$ cat config.mk
export PLATFORM = sky130hd
export DESIGN_NAME = dm_arbiter_flat
export DESIGN_NICKNAME = d
export VERILOG_FILES = /design/src/rtl/dm_arb_pkg.sv /design/src/rtl/dm_arbiter_if.sv /design/src/rtl/dm_arb_starve_ctr.sv /design/src/rtl/dm_arbiter.sv /design/src/flat_wrapper.sv
export SDC_FILE = /design/constraint.sdc
export NUM_CORES = 1
export LEC_CHECK = 0
export CAP_MARGIN = 20
export CELL_PAD_IN_SITES_DETAIL_PLACEMENT = 1
export CELL_PAD_IN_SITES_GLOBAL_PLACEMENT = 1
export CORE_MARGIN = 1.5
export CORE_UTILIZATION = 29
export CTS_BUF_LIST = sky130_fd_sc_hd__clkbuf_16
export CTS_CLUSTER_SIZE = 28
export DETAILED_ROUTE_END_ITERATION = 8
export MAX_ROUTING_LAYER = met4
export PLACE_DENSITY_LB_ADDON = 0.1
export SYNTH_ARGS = -nofsm -noshare
export SYNTH_HDL_FRONTEND = slang
export SYNTH_SLANG_ARGS = --single-unit
export TNS_END_PERCENT = 30
$ cat constraint.sdc
create_clock -name clk -period 2.2 [get_ports clk]
set_input_delay 0.66 -clock clk [delete_from_list [all_inputs] [get_ports clk]]
set_output_delay 0.66 -clock clk [all_outputs]
set_load 0.005 [all_outputs]
$ cat src/rtl/dm_arb_pkg.sv
// Shared types and constants for the dataMemory two-port access controller.
package dm_arb_pkg;

    localparam int DATA_W = 16;
    localparam int ADDR_W = 16;

    localparam logic PORT_CPU = 1'b0;
    localparam logic PORT_DMA = 1'b1;

    typedef enum logic [1:0] {
        IDLE   = 2'd0,
        ACCESS = 2'd1,
        DONE   = 2'd2
    } state_t;

endpackage

$ cat src/rtl/dm_arbiter_if.sv
// Requester-side handshake for one dataMemory port: req/we/addr/wdata out, ack/rdata back.
interface dm_arbiter_if;
    import dm_arb_pkg::*;

    logic              req;
    logic              we;
    logic [ADDR_W-1:0] addr;
    logic [DATA_W-1:0] wdata;
    logic              ack;
    logic [DATA_W-1:0] rdata;

    modport master (output req, we, addr, wdata, input ack, rdata);
    modport slave  (input req, we, addr, wdata, output ack, rdata);

endinterface

$ cat src/rtl/dm_arb_starve_ctr.sv
// Saturating wait counter for the low-priority port; at_limit forces its grant.
module dm_arb_starve_ctr #(
    parameter  int STARVE_LIMIT = 8,
    localparam int CW           = $clog2(STARVE_LIMIT + 1)
) (
    input  logic          clk,
    input  logic          rst,
    input  logic          inc,
    input  logic          clr,
    output logic          at_limit,
    output logic [CW-1:0] cnt
);

    assign at_limit = (cnt == CW'(STARVE_LIMIT));

    always_ff @(posedge clk) begin
        if (rst) begin
            cnt <= '0;
        end else if (clr) begin
            cnt <= '0;
        end else if (inc && !at_limit) begin
            cnt <= cnt + 1'b1;
        end
    end

endmodule

$ cat src/rtl/dm_arbiter.sv
// Shares the single dataMemory port between the CPU (port 0, fixed priority)
// and a DMA/debug master (port 1); every access is IDLE -> ACCESS -> DONE.
module dm_arbiter
    import dm_arb_pkg::*;
#(
    parameter int STARVE_LIMIT = 8
) (
    input  logic              clk,
    input  logic              rst,
    dm_arbiter_if.slave       p0,
    dm_arbiter_if.slave       p1,
    output logic [ADDR_W-1:0] A_DataAddress,
    output logic [DATA_W-1:0] D_WriteData,
    output logic              C_DMRead,
    output logic              C_DMWrite,
    input  logic [DATA_W-1:0] D_Data,
    output logic              busy
);

    localparam int CW = $clog2(STARVE_LIMIT + 1);

    state_t            state, state_nxt;
    logic              owner;
    logic              we_q;
    logic              grant0, grant1;
    logic              sel_we;
    logic [ADDR_W-1:0] sel_addr;
    logic [DATA_W-1:0] sel_wdata;
    logic [DATA_W-1:0] rdata0_q, rdata1_q;
    logic              at_limit;
    logic              starve_inc;
    logic [CW-1:0]     starve_cnt;

    always_comb begin
        state_nxt = state;
        grant0    = 1'b0;
        grant1    = 1'b0;
        case (state)
            IDLE: begin
                if (p1.req && (at_limit || !p0.req)) begin
                    grant1    = 1'b1;
                    state_nxt = ACCESS;
                end else if (p0.req) begin
                    grant0    = 1'b1;
                    state_nxt = ACCESS;
                end
            end
            ACCESS:  state_nxt = DONE;
            DONE:    state_nxt = IDLE;
            default: state_nxt = IDLE;
        endcase
    end

    always_comb begin
        sel_we    = grant1 ? p1.we    : p0.we;
        sel_addr  = grant1 ? p1.addr  : p0.addr;
        sel_wdata = grant1 ? p1.wdata : p0.wdata;
    end

    always_ff @(posedge clk) begin
        if (rst) begin
            state <= IDLE;
        end else begin
            state <= state_nxt;
        end
    end

    // Address and write data double as the owner's latched request; strobes qualify them.
    always_ff @(posedge clk) begin
        if (rst) begin
            owner         <= PORT_CPU;
            we_q          <= 1'b0;
            A_DataAddress <= '0;
            D_WriteData   <= '0;
            C_DMRead      <= 1'b0;
            C_DMWrite     <= 1'b0;
            rdata0_q      <= '0;
            rdata1_q      <= '0;
        end else begin
            if (grant0 || grant1) begin
                owner         <= grant1 ? PORT_DMA : PORT_CPU;
                we_q          <= sel_we;
                A_DataAddress <= sel_addr;
                D_WriteData   <= sel_wdata;
                C_DMWrite     <= sel_we;
                C_DMRead      <= !sel_we;
            end
            if (state == ACCESS) begin
                C_DMRead  <= 1'b0;
                C_DMWrite <= 1'b0;
                if (!we_q) begin
                    if (owner == PORT_DMA) begin
                        rdata1_q <= D_Data;
                    end else begin
                        rdata0_q <= D_Data;
                    end
                end
            end
        end
    end

    // Port 1 stops aging only while it owns the memory.
    assign starve_inc = p1.req && !grant1 && !((state != IDLE) && (owner == PORT_DMA));

    dm_arb_starve_ctr #(
        .STARVE_LIMIT (STARVE_LIMIT)
    ) u_starve (
        .clk      (clk),
        .rst      (rst),
        .inc      (starve_inc),
        .clr      (grant1),
        .at_limit (at_limit),
        .cnt      (starve_cnt)
    );

    assign p0.ack   = (state == DONE) && (owner == PORT_CPU);
    assign p1.ack   = (state == DONE) && (owner == PORT_DMA);
    assign p0.rdata = rdata0_q;
    assign p1.rdata = rdata1_q;
    assign busy     = (state != IDLE);

endmodule
$ cat src/flat_wrapper.sv
// flat-port wrapper written by rule: the top's interface ports become plain ports
module dm_arbiter_flat import dm_arb_pkg::*;
#(
    parameter int STARVE_LIMIT = 8
)
  (clk, rst, A_DataAddress, D_WriteData, C_DMRead, C_DMWrite, D_Data, busy, p0_req, p0_we, p0_addr, p0_wdata, p0_ack, p0_rdata, p1_req, p1_we, p1_addr, p1_wdata, p1_ack, p1_rdata);
  dm_arbiter_if p0_i ();
  dm_arbiter_if p1_i ();
  input  logic clk;
  input  logic rst;
  output logic [ADDR_W-1:0] A_DataAddress;
  output logic [DATA_W-1:0] D_WriteData;
  output logic C_DMRead;
  output logic C_DMWrite;
  input  logic [DATA_W-1:0] D_Data;
  output logic busy;
  input wire logic [$bits(p0_i.req)-1:0] p0_req;
  input wire logic [$bits(p0_i.we)-1:0] p0_we;
  input wire logic [$bits(p0_i.addr)-1:0] p0_addr;
  input wire logic [$bits(p0_i.wdata)-1:0] p0_wdata;
  output wire logic [$bits(p0_i.ack)-1:0] p0_ack;
  output wire logic [$bits(p0_i.rdata)-1:0] p0_rdata;
  input wire logic [$bits(p1_i.req)-1:0] p1_req;
  input wire logic [$bits(p1_i.we)-1:0] p1_we;
  input wire logic [$bits(p1_i.addr)-1:0] p1_addr;
  input wire logic [$bits(p1_i.wdata)-1:0] p1_wdata;
  output wire logic [$bits(p1_i.ack)-1:0] p1_ack;
  output wire logic [$bits(p1_i.rdata)-1:0] p1_rdata;
  assign p0_i.req = p0_req;
  assign p0_i.we = p0_we;
  assign p0_i.addr = p0_addr;
  assign p0_i.wdata = p0_wdata;
  assign p0_ack = p0_i.ack;
  assign p0_rdata = p0_i.rdata;
  assign p1_i.req = p1_req;
  assign p1_i.we = p1_we;
  assign p1_i.addr = p1_addr;
  assign p1_i.wdata = p1_wdata;
  assign p1_ack = p1_i.ack;
  assign p1_rdata = p1_i.rdata;
  dm_arbiter #(.STARVE_LIMIT(STARVE_LIMIT)) u_core (.clk(clk), .rst(rst), .p0(p0_i), .p1(p1_i), .A_DataAddress(A_DataAddress), .D_WriteData(D_WriteData), .C_DMRead(C_DMRead), .C_DMWrite(C_DMWrite), .D_Data(D_Data), .busy(busy));
endmodule
; Word-level counts from Yosys, hierarchy flattened
; Cells that the tools add are included.
[word_totals]
regBits = 74
input_bits = 86
word_cells = 49
[op_classes]
addsub = 1
eq_ne = 4
muxes = 12
bitwise_logic = 2
n_reduce_logical = 20
[ops]
columns = operator, count
row1 = 16-bit 2-to-1 mux, 2
row2 = 1-bit logical AND, 7
row3 = 1-bit 2-to-1 mux, 7
row4 = 3-bit AND reduction, 2
row5 = 1-bit logical NOT, 5
row6 = "4-bit by 1-bit adder with 4-bit output, second input constant", 1
row7 = "4-bit == test, second input constant", 1
row8 = 2-bit 2-to-1 mux, 2
row9 = 2-bit one-hot mux with 2 select lines, 1
row10 = 2-bit OR reduction, 2
row11 = "3-bit by 2-bit inequality test with 1-bit output, second input constant", 1
row12 = "2-bit by 1-bit == test with 1-bit output, second input constant", 1
row13 = "2-bit == test, second input constant", 1
row14 = 2-bit logical NOT, 1
row15 = 1-bit logical OR, 2
row16 = 1-bit inverter, 2
row17 = 2-bit nonzero test, 1

; Logic depth before layout (Yosys ltp)
; Gate-level depths: netlist of run 1.
[depth]
word_depth = 9
mapped_depth = 8
depth_no_buf = 6

; Hierarchy
; Synthesis of run 1 repeated with hierarchy kept, for this count alone.
[unflattened]
cells_unflattened = 392
area_unflattened_um2 = 3375.7
[by_module_without_submodules]
columns = mod, n_inst, cells_each, area_each_um2, seq_area_each_um2
row1 = dm_arbiter, 1, 367, 3151.8, 1401.3
row2 = dm_arb_starve_ctr, 1, 25, 224.0, 80.1

; Worst setup path before layout of run 1
; No wires, ideal clock.
[synth_path]
kind = reg2reg
startpoint = register u_core.u_starve.cnt[0]
endpoint = register u_core.A_DataAddress[10]
arrival_ps = 1657
required_ps = 2078
path_slack_ps = 421
stages_incl_launch_ff = 9
period_less_slack_ps = 1779
path_cell_list = dfxtp_1 inv_1 ha_1 nand3b_4 a2111oi_4 buf_6 buf_12 mux2i_1 o2bb2ai_2
[synth_via]
elab_chain_len = 6
word_cells_on_any_way = 9
cone_classes = eq/ne: 1 / mux: 5 / reduce/logical: 3
[synth_lines]
columns = element, line_no
row1 = from (decl), dm_arb_starve_ctr.sv:11  ; output logic [CW-1:0] cnt
row2 = from (signal assigned), dm_arb_starve_ctr.sv:22  ; cnt <= cnt + 1'b1;
row3 = 4-bit == test *, dm_arb_starve_ctr.sv:14  ; assign at_limit = (cnt == CW'(STARVE_LIMIT));
row4 = 1-bit logical OR *, dm_arbiter.sv:40  ; if (p1.req && (at_limit || !p0.req)) begin
row5 = 1-bit logical AND *, dm_arbiter.sv:40
row6 = 1-bit 2-to-1 mux, dm_arbiter.sv:40
row7 = 1-bit 2-to-1 mux, dm_arbiter.sv:38  ; case (state)
row8 = 16-bit 2-to-1 mux / 1-bit logical OR (equally long branches), "dm_arbiter.sv:56, dm_arbiter.sv:80"
row9 = to (signal assigned), dm_arbiter.sv:83  ; A_DataAddress <= sel_addr;
row10 = to (decl), dm_arbiter.sv:12  ; output logic [ADDR_W-1:0] A_DataAddress,
; Mark *: on every way between the ends. The rest lies on a longest branch, timed or not.
; A chain may end at the register's enable or synchronous reset.

; Worst setup path in the final report of run 1
[layout_path]
startpoint = register u_core.state[0]
endpoint = output busy
[layout_via]
elab_chain_len = 1
[layout_lines]
columns = element, line_no
row1 = from (decl), dm_arbiter.sv:22  ; state_t state, state_nxt;
row2 = from (signal assigned), dm_arbiter.sv:64  ; state <= state_nxt;
row3 = 2-bit nonzero test, dm_arbiter.sv:120  ; assign busy = (state != IDLE);
row4 = to (decl), flat_wrapper.sv:16  ; output logic busy;
; Every way passes these cells.

==> results by group, run 1 <==
Outcome
  – Run status: finished clean

Timing
  – Maximum frequency from static timing analysis: 481 MHz
  – Final setup margin: 0.121 ns
  – Final clock period utilization by the worst path: 94.5%
  – Relative slew margins: 57.8%
  – Setup repair after global routing missed its margin: false
  – Pin slew with the least headroom to its limit: 0.633 ns
  – Min Clock Period, post-route: 2.08 ns
  – Final-report max-slew violation count: 0
  – WHS: 0.451 ns
  – Maximum clock skew at final layout: 0.00625 ns
  – Number of failing setup endpoints in the final timing report: 0
  – Hold violation count in the final report: 0

Synth
  – Number of distinct library cells after synthesis: 33
  – Sequential cell area fraction in the yosys report: 47.2%
  – Syn. warnings: 0
  – Number of instances in the synthesized netlist: 306
  – Net count after synthesis: 394
  – Per-instance average area after synthesis: 10.3 µm²
  – Summed instance area of the synthesized netlist: 0.00314 mm²
  – Synthesized flop and latch total: 74

CTS
  – Clock edge transition at the registers on the reported setup and hold paths: 0.06 ns
  – Buffer depth of the longest clock path: 2
  – Clock Latency Late Sink: 0.34 ns
  – Level count of the clock H-tree: 3
  – Post-CTS repair timing setup buffer count: 0
  – CTS sink count: 74
  – Master cell of the clock root buffer: sky130_fd_sc_hd__clkbuf_16
  – CTS buffer count: 9
  – Clock tree from TritonCTS: yes

Drt
  – DR vias: 2807
  – Avg WL per Cell: 15.3 µm
  – Number of search-and-repair iterations in the first detailed-routing pass: 2
  – Number of design rule violations left after detail routing: 0
  – Routed wire length: 9250 µm
  – DR vias/cell: 4.66
  – Iteration-0 DRC count of the detailed router: 58
  – Detail Route Antenna Nets: 0

Critical path
  – Worst setup EP type: primary output
  – CP Cell Sequence: nor2_1 -> inv_1 -> clkdlybuf4s50_1
  – Highest-delay cell along the critical path: sky130_fd_sc_hd__clkdlybuf4s50_1
  – Crit path arrival time: 1.42 ns
  – Worst Setup Path Type: reg2out
  – Kind of start point of the critical path: flip-flop
  – Cell depth of the worst flop-to-flop path: 7
  – Delay contributed by the slowest stage of the critical path: 0.49 ns
  – WP data required: 1.54 ns
  – Worst setup slack for register-to-register paths: 0.26 ns
  – Crit path max fanout: 8

Min path
  – Number of cells on the worst hold path: 2
  – Hold crit path type: reg2reg

Flow run
  – Total of max-cap violations: 0

Cells and area
  – Area growth from synthesis to layout: 64.3%
  – Total of fill cells in the finished design: 1165
  – Number of inserted diodes: 0
  – Layout cells sized above 1: 13.1%
  – Post-Layout Cell Count: 603
  – Final #Nets: 550
  – Core utilization of the finished layout: 49.5%
  – Most frequent cells in the layout: sky130_fd_sc_hd__clkdlybuf4s50_1 (152), sky130_fd_sc_hd__dfxtp_1 (72), sky130_fd_sc_hd__nand2_1 (67), sky130_fd_sc_hd__a21oi_1 (36), sky130_fd_sc_hd__mux2i_1 (34)
  – Most common cell after layout, fill and taps aside: sky130_fd_sc_hd__clkdlybuf4s50_1

Floorplanning
  – Die boundary width: 107 µm
  – Die extent in y: 107 µm
  – Cell Rows: 37
  – Core region area: 0.0104 mm²
  – Number of top-level pins: 155
  – Die area: 0.0114 mm²
  – Initial core utilization: 30.1%

Pwr
  – Max VDD drop: 0.280 mV
  – Power density over the cells: 700 mW/mm²
  – Static leakage: 1.86 nW
  – Total power of the final layout: 3.61 mW

Placement
  – Cell total after placement: 587
  – GP Congestion: 0.742
  – Number of buffer cells added on primary ports: 154
  – Post-DP HPWL: 6630 µm
  – Pre-CTS WS: -0.173 ns

GRT
  – Tot GR Track Use: 17.4%
  – First-pass GRT wire length: 14900 µm
  – Largest net degree at the start of global routing: 34
  – Residual overflow from global routing: 0
  – Initial antenna violation count: 0
  – Number of global-route vias before repair: 3025
sequential cells by signal, summed over array words and instances, names as in the netlist:
name,flops
u_core.A_DataAddress,16
u_core.C_DMRead,1
u_core.C_DMWrite,1
u_core.D_WriteData,16
u_core.owner,1
u_core.p0.rdata,16
u_core.p1.rdata,16
u_core.state,2
u_core.u_starve.cnt,4
u_core.we_q,1
metrics by stage:
step / setup TNS [ns] / cell area [µm²]
after floorplan: 0 / 3140
after detailed placement: -5.06 / 4860
after CTS: 0 / 5150
after global placement: -3.86 / 4860
final: 0 / 5150
after global routing: 0 / 5150
final cells by class:
| type | count | area [µm²] | share of cell area (%) |
|---|---|---|---|
| clock inverters | 7 | 61.3 | 1.19 |
| multi-input cells | 202 | 1480 | 28.7 |
| inverters | 7 | 26.3 | 0.510 |
| repair buffers | 168 | 1710 | 33.1 |
| well taps | 136 | 170 | 3.30 |
| flip-flops and latches | 74 | 1490 | 28.8 |
| clock buffers | 9 | 225 | 4.37 |
cells by family (layout without fill, tap and decap cells):
group / count (synthesis) / count (layout) / synth area share, %
mux: 34 / 34 / 10.8
fa+ha+maj: 2 / 2 / 0.798
buf+inv: 30 / 191 / 5.94
xor+xnor: 2 / 2 / 0.559
simple gates: 89 / 89 / 12.7
flops: 74 / 74 / 47.2
compound gates: 75 / 75 / 21.9
cell usage after synthesis:
cell,number,area (µm²)
sky130_fd_sc_hd__dfxtp_1,74,1480
sky130_fd_sc_hd__nand2_1,67,251
sky130_fd_sc_hd__a21oi_1,36,180
sky130_fd_sc_hd__mux2i_1,34,340
sky130_fd_sc_hd__o2bb2ai_2,25,375
sky130_fd_sc_hd__buf_2,13,65.1
sky130_fd_sc_hd__inv_1,7,26.3
sky130_fd_sc_hd__o2bb2ai_1,7,61.3
sky130_fd_sc_hd__clkbuf_1,5,18.8
sky130_fd_sc_hd__nor3_1,5,25.0
sky130_fd_sc_hd__buf_12,3,60.1
sky130_fd_sc_hd__nand3_1,3,15.0
sky130_fd_sc_hd__nor2_1,3,11.3
sky130_fd_sc_hd__a221oi_1,2,17.5
sky130_fd_sc_hd__ha_1,2,25.0
sky130_fd_sc_hd__o21ai_0,2,10.0
sky130_fd_sc_hd__or3_1,2,12.5
sky130_fd_sc_hd__a2111oi_4,1,27.5
sky130_fd_sc_hd__and3_1,1,6.26
sky130_fd_sc_hd__buf_6,1,11.3
sky130_fd_sc_hd__clkbuf_2,1,5.00
sky130_fd_sc_hd__nand2b_1,1,6.26
sky130_fd_sc_hd__nand3b_4,1,20.0
sky130_fd_sc_hd__nor2b_1,1,6.26
sky130_fd_sc_hd__nor3_2,1,10.0
sky130_fd_sc_hd__nor3b_1,1,7.51
sky130_fd_sc_hd__nor3b_2,1,12.5
sky130_fd_sc_hd__o211a_1,1,10.0
sky130_fd_sc_hd__o21ai_1,1,5.00
sky130_fd_sc_hd__or2_1,1,6.26
sky130_fd_sc_hd__or3b_1,1,8.76
sky130_fd_sc_hd__xnor2_1,1,8.76
sky130_fd_sc_hd__xor2_1,1,8.76
power by group:
| group | total (mW) | switching, mW | internal, mW | leakage, nW |
|---|---|---|---|---|
| combinational | 0.682 | 0.261 | 0.421 | 1.11 |
| clock | 1.43 | 0.562 | 0.865 | 0.148 |
| sequential | 1.50 | 0.0654 | 1.43 | 0.606 |
worst max-delay path, delay by kind of cell (launching register included):
kind / cells / cell delay (ns)
buf+inv: 2 / 0.56
flops: 1 / 0.43
simple gates: 1 / 0.10
worst paths after layout:
path | startpoint | endpoint
max | u_core.state[0] | busy
min | u_core.p0.rdata[1] | u_core.p0.rdata[1]
max reg2reg | u_core.u_starve.cnt[0] | u_core.D_WriteData[1]
min reg2reg | u_core.p0.rdata[1] | u_core.p0.rdata[1]
per-layer routing:
layer	vias up	GRT usage [%]	share of wire (%)
li1	1383	-	-
met1	1306	19.7	43
met2	106	28.2	47
met3	12	4.98	7.3
met4	0	8.29	2.1
met5	-	-	0
timing repair:
item | CTS | global route
hold buffers | 0 | 0
resized for setup | 5 | 0
setup endpoints to repair | 3 | 0
Note: power is estimated with default switching activity, not from simulation.
==> inputs of run 2 (changes only) <==
Settings changed: SKIP_LAST_GASP from default to 1.
Clock period 2.2 ns to 2.3 ns, I/O delays scaled along.
==> results by group, run 2 (same netlist as run 1, synthesis figures left out) <==
Placement
  – GP Congestion: 0.741 (about the same)
  – Dpl cell area: 0.00486 mm² (-0.15%)
  – Post-DP HPWL: 6670 µm (+0.60%)
  – Number of buffer cells added on primary ports: 154 (unchanged)
  – Pre-CTS WS: -0.125 ns (+0.0475 ns)

Timing
  – Setup repair after global routing missed its margin: false
  – Final clock period utilization by the worst path: 97.1%
  – Maximum frequency from static timing analysis: 448 MHz
  – Hold violation count in the final report: 0 (unchanged)
  – Pin slew with the least headroom to its limit: 0.627 ns (-0.00609 ns)
  – Maximum clock skew at final layout: 0.00637 ns (+0.000123 ns)
  – Number of failing setup endpoints in the final timing report: 0 (unchanged)
  – WHS: 0.450 ns (-0.00135 ns)
  – Setup Total Neg Slack: 0 ns (unchanged)
  – Final-report max-slew violation count: 0 (unchanged)
  – Min Clock Period, post-route: 2.23 ns
  – Relative slew margins: 58.2% (+0.41 points)
  – Final setup margin: 0.0667 ns (-0.0544 ns)

Min path
  – Worst Hold Endpoint: u_core.p0.rdata[1]
  – Number of cells on the worst hold path: 2 (unchanged)
  – Hold crit path type: reg2reg
  – Launch instance of the worst min-delay path: u_core.p0.rdata[1]

Drt
  – Detail Route Antenna Nets: 0 (unchanged)
  – Number of search-and-repair iterations in the first detailed-routing pass: 4 (+2)
  – Routed wire length: 9270 µm (+0.26%)
  – Iteration-0 DRC count of the detailed router: 50 (-14%)
  – DR vias/cell: 4.65 (about the same)
  – DR vias: 2791 (-0.57%)
  – Avg WL per Cell: 15.5 µm (+0.76%)
  – Number of design rule violations left after detail routing: 0 (unchanged)

Cells and area
  – Total of fill cells in the finished design: 1139 (-2.2%)
  – Core utilization of the finished layout: 49.3% (-0.18 points)
  – Final design area excluding fillers: 0.00513 mm² (-0.36%)
  – Most common cell after layout, fill and taps aside: sky130_fd_sc_hd__clkdlybuf4s50_1
  – Final #Nets: 549 (-0.18%)
  – Layout cells sized above 1: 12.5% (-0.56 points)
  – Number of inserted diodes: 0 (unchanged)
  – Area growth from synthesis to layout: 63.7%
  – Most frequent cells in the layout: sky130_fd_sc_hd__clkdlybuf4s50_1 (154), sky130_fd_sc_hd__dfxtp_1 (73), sky130_fd_sc_hd__nand2_1 (67), sky130_fd_sc_hd__a21oi_1 (36), sky130_fd_sc_hd__mux2i_1 (34)

GRT
  – Residual overflow from global routing: 0 (unchanged)
  – Initial antenna violation count: 0 (unchanged)
  – Number of global-route vias before repair: 3004 (-0.69%)
  – Largest net degree at the start of global routing: 34 (unchanged)
  – Tot GR Track Use: 17.1% (-0.24 points)
  – First-pass GRT wire length: 14600 µm (-1.8%)

Floorplanning
  – Die extent in y: 107 µm (unchanged)
  – Die area: 0.0114 mm² (unchanged)
  – Core region area: 0.0104 mm² (unchanged)
  – Die boundary width: 107 µm (unchanged)
  – Number of top-level pins: 155 (unchanged)
  – Cell Rows: 37 (unchanged)
  – Initial core utilization: 30.1% (unchanged)

CTS
  – CTS sink count: 74 (unchanged)
  – CTS hold repair buffers: 0 (unchanged)
  – CTS buffer count: 9 (unchanged)
  – Master cell of the clock root buffer: sky130_fd_sc_hd__clkbuf_16
  – Clock tree from TritonCTS: yes
  – Clock Latency Late Sink: 0.34 ns (about the same)
  – Clock edge transition at the registers on the reported setup and hold paths: 0.05 ns (about the same)
  – Level count of the clock H-tree: 3 (unchanged)
  – Buffer depth of the longest clock path: 2 (unchanged)

Outcome
  – Run status: finished clean

Critical path
  – WP data required: 1.61 ns (+0.07 ns)
  – Crit path arrival time: 1.54 ns (+0.12 ns)
  – Crit path max fanout: 8 (unchanged)
  – Worst Setup Path Type: reg2out
  – Worst setup EP type: primary output
  – Cell depth of the worst flop-to-flop path: 7 (unchanged)
  – Reg2reg start: u_core.u_starve.cnt[0]
  – Worst setup slack for register-to-register paths: 0.35 ns (+0.09 ns)
  – Worst flop-to-flop path endpoint: u_core.D_WriteData[13]
  – Kind of start point of the critical path: flip-flop

Pwr
  – Static leakage: 1.84 nW (-1.1%)
  – Max VDD drop: 0.267 mV (-4.7%)
  – Power density over the cells: 665 mW/mm² (-5.0%)

Flow run
  – Total of max-cap violations: 0 (unchanged)
-- run 2: per-layer routing --
layer	global-route usage, %	share of wire, %	vias to the layer above	routed length [µm]
met4	7.43	1.7	0	156
met2	27.4	47	108	4380
met3	5.47	6.8	11	628
li1	-	-	1381	-
met1	19.7	44	1291	4100
met5	-	0	-	0
-- run 2: layout make-up --
type                       count  area [µm²]  area share [%]
multi-input combinational    202        1480            28.8
timing repair buffer         167        1700            33.1
tap                          136         170            3.31
sequential                    74        1490            28.9
clock buffer                   9         225            4.39
clock inverter                 5        48.8           0.951
inverter                       7        26.3           0.512
-- run 2: worst max-delay path by stage --
| stage | startpoint | endpoint |
|---|---|---|
| 3_5_place_dp | p1_req | u_core.D_WriteData[1] |
| 3_3_place_gp | p1_req | u_core.D_WriteData[1] |
| 6_report | u_core.owner | p1_ack |
| 5_1_grt | u_core.owner | p1_ack |
| 4_1_cts | u_core.state[1] | p0_ack |
| 2_1_floorplan | p1_req | u_core.A_DataAddress[10] |
-- run 2: power by group --
| part | switching, mW | internal [mW] |
|---|---|---|
| Sequential | 0.0653 | 1.37 |
| Combinational | 0.250 | 0.402 |
| Clock | 0.509 | 0.817 |
| Total | 0.825 | 2.59 |
-- run 2: worst max-delay path, cell delays in order (launching register included) --
cell	delay (ns)
sky130_fd_sc_hd__dfxtp_1	0.46
sky130_fd_sc_hd__nor3b_1	0.22
sky130_fd_sc_hd__clkdlybuf4s50_1	0.54
-- run 2: repair_timing --
action,CTS,global route
resized for setup,1,1
setup endpoints to repair,2,1
setup buffers,0,0
hold endpoints to repair,0,0
-- run 2: per-stage QoR --
stage	instances	total power, mW
2_1_floorplan	306	1.72
3_3_place_gp	586	2.11
3_5_place_dp	586	2.12
4_1_cts	600	3.48
5_1_grt	600	3.58
6_report	600	3.42
